==> config.mk <==
export PLATFORM = sky130hd
export DESIGN_NAME = gcd_engine
export DESIGN_NICKNAME = d
export VERILOG_FILES = /design/src/rtl/gcd_pkg.sv /design/src/rtl/gcd_cmp_sub.sv /design/src/rtl/gcd_engine.sv
export SDC_FILE = /design/constraint.sdc
export NUM_CORES = 1
export LEC_CHECK = 0
export ABC_AREA = 1
export CAP_MARGIN = 20
export CORE_MARGIN = 4
export CORE_UTILIZATION = 35
export CTS_CLUSTER_DIAMETER = 50
export CTS_CLUSTER_SIZE = 20
export DETAILED_ROUTE_END_ITERATION = 10
export MAX_ROUTING_LAYER = met4
export PLACE_DENSITY = 0.52
export RECOVER_POWER = 50
export SLEW_MARGIN = 5
export SYNTH_ARGS = -nofsm -noshare
export SYNTH_HDL_FRONTEND = slang
export SYNTH_SLANG_ARGS = --single-unit
==> constraint.sdc <==
create_clock -name clk -period 3.16 [get_ports clk]
set_input_delay 0.316 -clock clk [delete_from_list [all_inputs] [get_ports clk]]
set_output_delay 0.316 -clock clk [all_outputs]
set_load 0.03 [all_outputs]
==> src/rtl/gcd_pkg.sv <==
// Shared types and default sizes for the subtractive-Euclid GCD engine.
package gcd_pkg;

  localparam int GCD_WIDTH_DEF  = 16;
  localparam int GCD_ITER_W_DEF = 16;

  typedef enum logic [1:0] {
    IDLE = 2'd0,
    RUN  = 2'd1,
    DONE = 2'd2
  } gcd_state_t;

endpackage

==> src/rtl/gcd_cmp_sub.sv <==
// Combinational magnitude compare plus larger-minus-smaller difference; zero latency.
module gcd_cmp_sub
  import gcd_pkg::*;
#(
  parameter int WIDTH = GCD_WIDTH_DEF
) (
  input  logic [WIDTH-1:0] a,
  input  logic [WIDTH-1:0] b,
  output logic             a_gt_b,
  output logic             a_lt_b,
  output logic             a_eq_b,
  output logic [WIDTH-1:0] diff
);

  assign a_gt_b = (a > b);
  assign a_lt_b = (a < b);
  assign a_eq_b = (a == b);
  // The smaller is always taken from the larger, so the result never wraps.
  assign diff   = a_gt_b ? (a - b) : (b - a);

endmodule

==> src/rtl/gcd_engine.sv <==
// Subtractive-Euclid GCD with start/done handshake; latency 1 (zero operand) or 2+subtractions; start ignored while busy.
// Optional macro GCD_ITER_COUNT_EN adds the iter_count output reporting subtractions of the last operation.
module gcd_engine
  import gcd_pkg::*;
#(
  parameter int WIDTH  = GCD_WIDTH_DEF,
  parameter int ITER_W = GCD_ITER_W_DEF
) (
  input  logic              clk,
  input  logic              rst_n,
  input  logic              start,
  input  logic [WIDTH-1:0]  a_in,
  input  logic [WIDTH-1:0]  b_in,
  output logic              busy,
  output logic              done,
  output logic [WIDTH-1:0]  gcd_out,
  output logic              zero_err
`ifdef GCD_ITER_COUNT_EN
  ,
  output logic [ITER_W-1:0] iter_count
`endif
);

  if (WIDTH < 2 || WIDTH > 64 || ITER_W < 1) begin : g_bad_param
    $error("gcd_engine: WIDTH must be 2..64 and ITER_W at least 1");
  end

  gcd_state_t       state;
  logic [WIDTH-1:0] a_reg;
  logic [WIDTH-1:0] b_reg;
  logic             a_gt_b;
  logic             a_lt_b;
  logic             a_eq_b;
  logic [WIDTH-1:0] diff;
  logic             a_zero;
  logic             b_zero;

`ifdef GCD_ITER_COUNT_EN
  logic [ITER_W-1:0] iter;
`endif

  gcd_cmp_sub #(
    .WIDTH (WIDTH)
  ) u_cmp_sub (
    .a      (a_reg),
    .b      (b_reg),
    .a_gt_b (a_gt_b),
    .a_lt_b (a_lt_b),
    .a_eq_b (a_eq_b),
    .diff   (diff)
  );

  assign a_zero = (a_in == '0);
  assign b_zero = (b_in == '0);

  always_ff @(posedge clk or negedge rst_n) begin
    if (!rst_n) begin
      state      <= IDLE;
      a_reg      <= '0;
      b_reg      <= '0;
      gcd_out    <= '0;
      zero_err   <= 1'b0;
`ifdef GCD_ITER_COUNT_EN
      iter       <= '0;
      iter_count <= '0;
`endif
    end else begin
      case (state)
        IDLE, DONE: begin
          if (start) begin
            if (a_zero || b_zero) begin
              // gcd(x,0)=x; both zero has no defined result and is flagged.
              state    <= DONE;
              gcd_out  <= a_in | b_in;
              zero_err <= a_zero && b_zero;
`ifdef GCD_ITER_COUNT_EN
              iter_count <= '0;
`endif
            end else begin
              state    <= RUN;
              a_reg    <= a_in;
              b_reg    <= b_in;
              zero_err <= 1'b0;
`ifdef GCD_ITER_COUNT_EN
              iter     <= '0;
`endif
            end
          end else if (state == DONE) begin
            state <= IDLE;
          end
        end
        RUN: begin
          if (a_eq_b) begin
            state   <= DONE;
            gcd_out <= a_reg;
`ifdef GCD_ITER_COUNT_EN
            iter_count <= iter;
`endif
          end else begin
            if (a_gt_b) begin
              a_reg <= diff;
            end else if (a_lt_b) begin
              b_reg <= diff;
            end
`ifdef GCD_ITER_COUNT_EN
            if (iter != '1) begin
              iter <= iter + 1'b1;
            end
`endif
          end
        end
        default: state <= IDLE;
      endcase
    end
  end

  assign busy = (state == RUN);
  assign done = (state == DONE);

endmodule

Yosys cells after proc, flatten, opt, wreduce, memory -nomap -nowiden
Cells that the tools add are included.

Register bits: 51. Latch bits: 0. RAM bits: 0. Bits in read-only memories: 0. Input bits: 35. Word-level logic and storage cells: 56. Memories: 0.

Add/subtract/negate cells: 2. Multipliers: 0. Div/mod/pow operators: 0. Magnitude comparators: 2. Equal/unequal tests: 12. Shifts and indexed selects: 0. Muxes and demuxes: 22. Bitwise gates (word level): 1. Reductions and logical operators: 12.

Operator list (count): 2-to-1 mux 16 bit (13); case mux 16 bit (2 select lines) (3); logical NOT 16 bit (2); subtractor 16 bit (2); equality test 16 bit (1); greater-than comparator 16 bit (1); less-than comparator 16 bit (1); OR 16 bit (1); inequality test 2 bit (second input constant) (5); 2-to-1 mux 2 bit (4); inequality test 2 x 1 -> 1 bit (second input constant) (3); AND reduction 6 bit (1); AND reduction 5 bit (1); case mux 2 bit (2 select lines) (1); AND reduction 2 bit (2); AND reduction 4 bit (1); inequality test 3 bit (second input constant) (1); equality test 2 x 1 -> 1 bit (second input constant) (1); equality test 2 bit (second input constant) (1); logical NOT 2 bit (1); nonzero test 2 bit (1); OR reduction 2 bit (1); logical AND 1 bit (1); logical OR 1 bit (1); 2-to-1 mux 1 bit (1).

Logic depth before layout (Yosys ltp)
Word-level depth: 6. Mapped depth: 18. Depth with buffers taken out: 16.

Modules after synthesis
A second synthesis with hierarchy kept.

Cell total of the unflattened synthesis: 796. Area total of the unflattened synthesis: 4909.7 µm².

Modules (own cells, without submodules): gcd_engine (instances 1, cells an instance 380, area each 2750.1 µm², seq. area each 1276.2 µm²); gcd_cmp_sub (instances 1, cells an instance 416, area each 2159.6 µm², seq. area each 0.0 µm²).

Worst setup path after synthesis
No wires, ideal clock.

Path type: register -> register. Start: reg a_reg[0]. End: reg a_reg[10]. Data arrival time: 2.066 ns. Data required time: 3.044 ns. Setup slack: 0.978 ns. Cell stages (with the launch flop): 17. Path buffers: 1. Cell sequence: dfrtp_1 inv_1 ha_1 fa_1 inv_1 nand3_1 nand2_1 nand2_1 nand2_2 nand2_4 nand2_4 nand3_2 nand2_4 nand2_4 buf_4 nand2_1 nand2_1.

Cells in the longest elaborated chain, start to end: 5. Elaborated cells between the ends (all ways): 11. Those cells by class: add/sub: 2; order compare: 1; eq/ne: 3; mux: 4; reduce/logical: 1.

RTL lines: start, declared (RTL line gcd_engine.sv:29) `logic [WIDTH-1:0] a_reg;`; start signal, assigned (RTL line gcd_engine.sv:81) `a_reg <= a_in;`; start signal, assigned (RTL line gcd_engine.sv:101) `a_reg <= diff;`; subtractor 16 bit or greater-than comparator 16 bit (tied branches) (RTL line gcd_cmp_sub.sv:19, gcd_cmp_sub.sv:15); 2-to-1 mux 16 bit (RTL line gcd_cmp_sub.sv:19) `assign diff = a_gt_b ? (a - b) : (b - a);`; 2-to-1 mux 16 bit (RTL line gcd_engine.sv:100) `if (a_gt_b) begin`; 2-to-1 mux 16 bit (RTL line gcd_engine.sv:93) `if (a_eq_b) begin`; case mux 16 bit (2 select lines) (RTL line gcd_engine.sv:68) `case (state)`.

Parallel ways exist; a longest one is shown, timed or not. The select of a mux whose other input is x is not followed. A chain may end at the register's enable or synchronous reset.

Worst setup path after layout
Start: reg a_reg[1]. End: reg a_reg[6].

The elaborated chain is that of the path after synthesis.

==> results.cfg <==
[die]
die_area_sq_mm = 0.0161
boundaryPins = 54
start_util_pct = 35.7
num_rows = 43
die_x_microns = 127
core_area_sq_mm = 0.0139
die_h_microns = 127

[grt]
grt_first_pass_wirelength_microns = 26600
antenna_found_initial = 0
met3_usage_pct = 2.26
grt_pass1_vias = 4992
busiest_layer = met2
gr-total-overflow = 0
use_met2_pct = 34.9
grt.met1_usage_pct = 28.1
track_usage_pct = 21.4
grt_start_max_net_pins = 33

[yosys]
avgSynthCellArea_sq_um = 6.30
yosysWarningCount = 0
synth_top_cell_by_area = dfrtp_1
synth-edff-count = 0
synth_area_leaders = dfrtp_1 (26%), nand2_1 (20%), inv_1 (9.6%)
synth_cell_types = 36
syn_inst = 787
postSynthNetCount = 855
synth_flop_cell = dfrtp_1
netlist_area_sq_mm = 0.00495
synthArstFlopShare_pct = 100
ys_seq_area_share_pct = 25.8
yosysTopAreaCellShare_pct = 25.8
synth_seq_cells = 51

[drt]
drc = 0
drtPass1Iterations = 5
wl_per_cell_microns = 16.5
wl_microns = 16700
drt_iter0_drc = 475
ant_nets = 0
viasPerCell = 5.02
route.vias.total = 5083

[timing]
max_freq_mhz = 366
rsz0062_at_grt = no
finalHoldViolations = 0
period_needed_ps = 2730
slew_headroom_pct = -7.99
tns_ps = 0
tightest_slew_ps = 1620
finalCritPeriodShare_pct = 86.4
timing.final.ws_setup_ps = 431
clock_skew_ps = 4.97
setup_viol = 0
drv_slew = 28

[worst_setup_path]
crit_family = simple AND/OR/NAND/NOR gates
critPathKind = flop to flop
end_kind = flop
start_kind = flop
reg2regPathDepth = 14
crit_fanout = 12
worst-path-stages = 14
critPathMaxStageDelay_ps = 520
crit_top_cell = nand2_1
critical_path.cell_chain = inv_1 > fa_1 > inv_1 > nand3_1 > nand2_1 > nand2_1 > nand2_2 > nand2_4 > a21oi_2 > nand2_1 > nand3_1 > nand2_1 > nand2_1 > nand2_1
cpMaxStageDelayCell = a21oi_2
worstPathArrival_ps = 2920
path_buf_inv = 2
required_ps = 3350

[clock_tree]
cts_htree_levels = 2
cts_hold_buffers = 0
cts_made_buffers = 5
cts-resized-gates = 0
clock-root-buffer = clkbuf_16
clk_path_buf_depth = 2
cts_tree = done
post-cts-setup-buffer-count = 0
clock_sinks = 51
clk_pin_slew_ps = 70
clock_latency_ps = 300

[final_layout]
drive_above_1_share_pct = 7.80
fin_nets = 900
n_antenna_cell = 0
area_growth_pct = 16.3
layout_common_cells = nand2_1 (267), inv_1 (127), nor2_1 (66)
fill_cells = 1517
final_common_cell = nand2_1
final_area_sq_mm = 0.00576

[run_status]
violations = max-capacitance violations, max-slew violations
status = complete, but fails checks

[place]
io_buffers = 53
dp_slack_ps = 385
dp_hpwl_microns = 13500
place_area_sq_mm = 0.00561
routabilityCongestion = 0.928

[run]
cap_viol_max_count = 1

[worst_hold_path]
hp-class = input port to async pin
-- routing by layer --
metal	wire length (microns)	up-vias
li1	-	2546
met1	7580	2362
met2	7760	148
met3	802	27
met4	586	0
met5	0	-
-- cell families (layout without fill, tap and decap cells) --
kind of cell | after synthesis | in the layout | share of synthesized area, %
compound gates | 91 | 91 | 10.9
xor+xnor | 10 | 10 | 1.77
fa+ha+maj | 33 | 33 | 8.64
buf+inv | 157 | 203 | 13.5
flops | 51 | 51 | 25.8
simple gates | 445 | 445 | 39.5
-- synthesized netlist by cell type, drive strengths merged (3+ instances only) --
cell type and count:
nand2 283, nand4 16, o21ai 16, nand3 64, a21oi 57, inv 133
xor2 7, a31oi 15, xnor2 3, ha 31, dfrtp 51, nor2 79
clkbuf 8, buf 14
-- metrics by stage --
stage	std cells	util, %	hold slack, ps
CTS	1013	41.5	73.3
global placement	1005	40.4	376
floorplan	787	-	20.4
finish	1013	41.5	416
detailed placement	1005	40.4	384
global route	1013	41.5	550
-- final timing paths --
check	start	end	slack (ps)
setup / recovery	a_reg[1]$_DFFE_PN0P_	a_reg[6]$_DFFE_PN0P_	430
hold / removal	rst_n	a_reg[10]$_DFFE_PN0P_	420
setup reg to reg	a_reg[1]$_DFFE_PN0P_	a_reg[6]$_DFFE_PN0P_	430
hold reg to reg	zero_err$_DFFE_PN0P_	zero_err$_DFFE_PN0P_	500
max in group asynchronous	rst_n	gcd_out[5]$_DFFE_PN0P_	740
min in group clk	zero_err$_DFFE_PN0P_	zero_err$_DFFE_PN0P_	500
-- cell type report --
| type | count | area [sq um] | area share (%) |
|---|---|---|---|
| inverters | 135 | 513 | 8.91 |
| multi-input cells | 579 | 3020 | 52.4 |
| clock buffers | 8 | 156 | 2.72 |
| repair buffers | 60 | 573 | 9.95 |
| well taps | 180 | 225 | 3.91 |
| flip-flops and latches | 51 | 1280 | 22.2 |
-- worst register-to-register path, delay by kind of cell, from the launching register on --
kind / cells / cell delay (ps)
flops: 1 / 460
simple gates: 10 / 910
compound gates: 1 / 520
fa+ha+maj: 1 / 490
buf+inv: 2 / 240
Power is not shown: default switching activity piles up to over one toggle a cycle in this logic, so the estimate is an artifact.
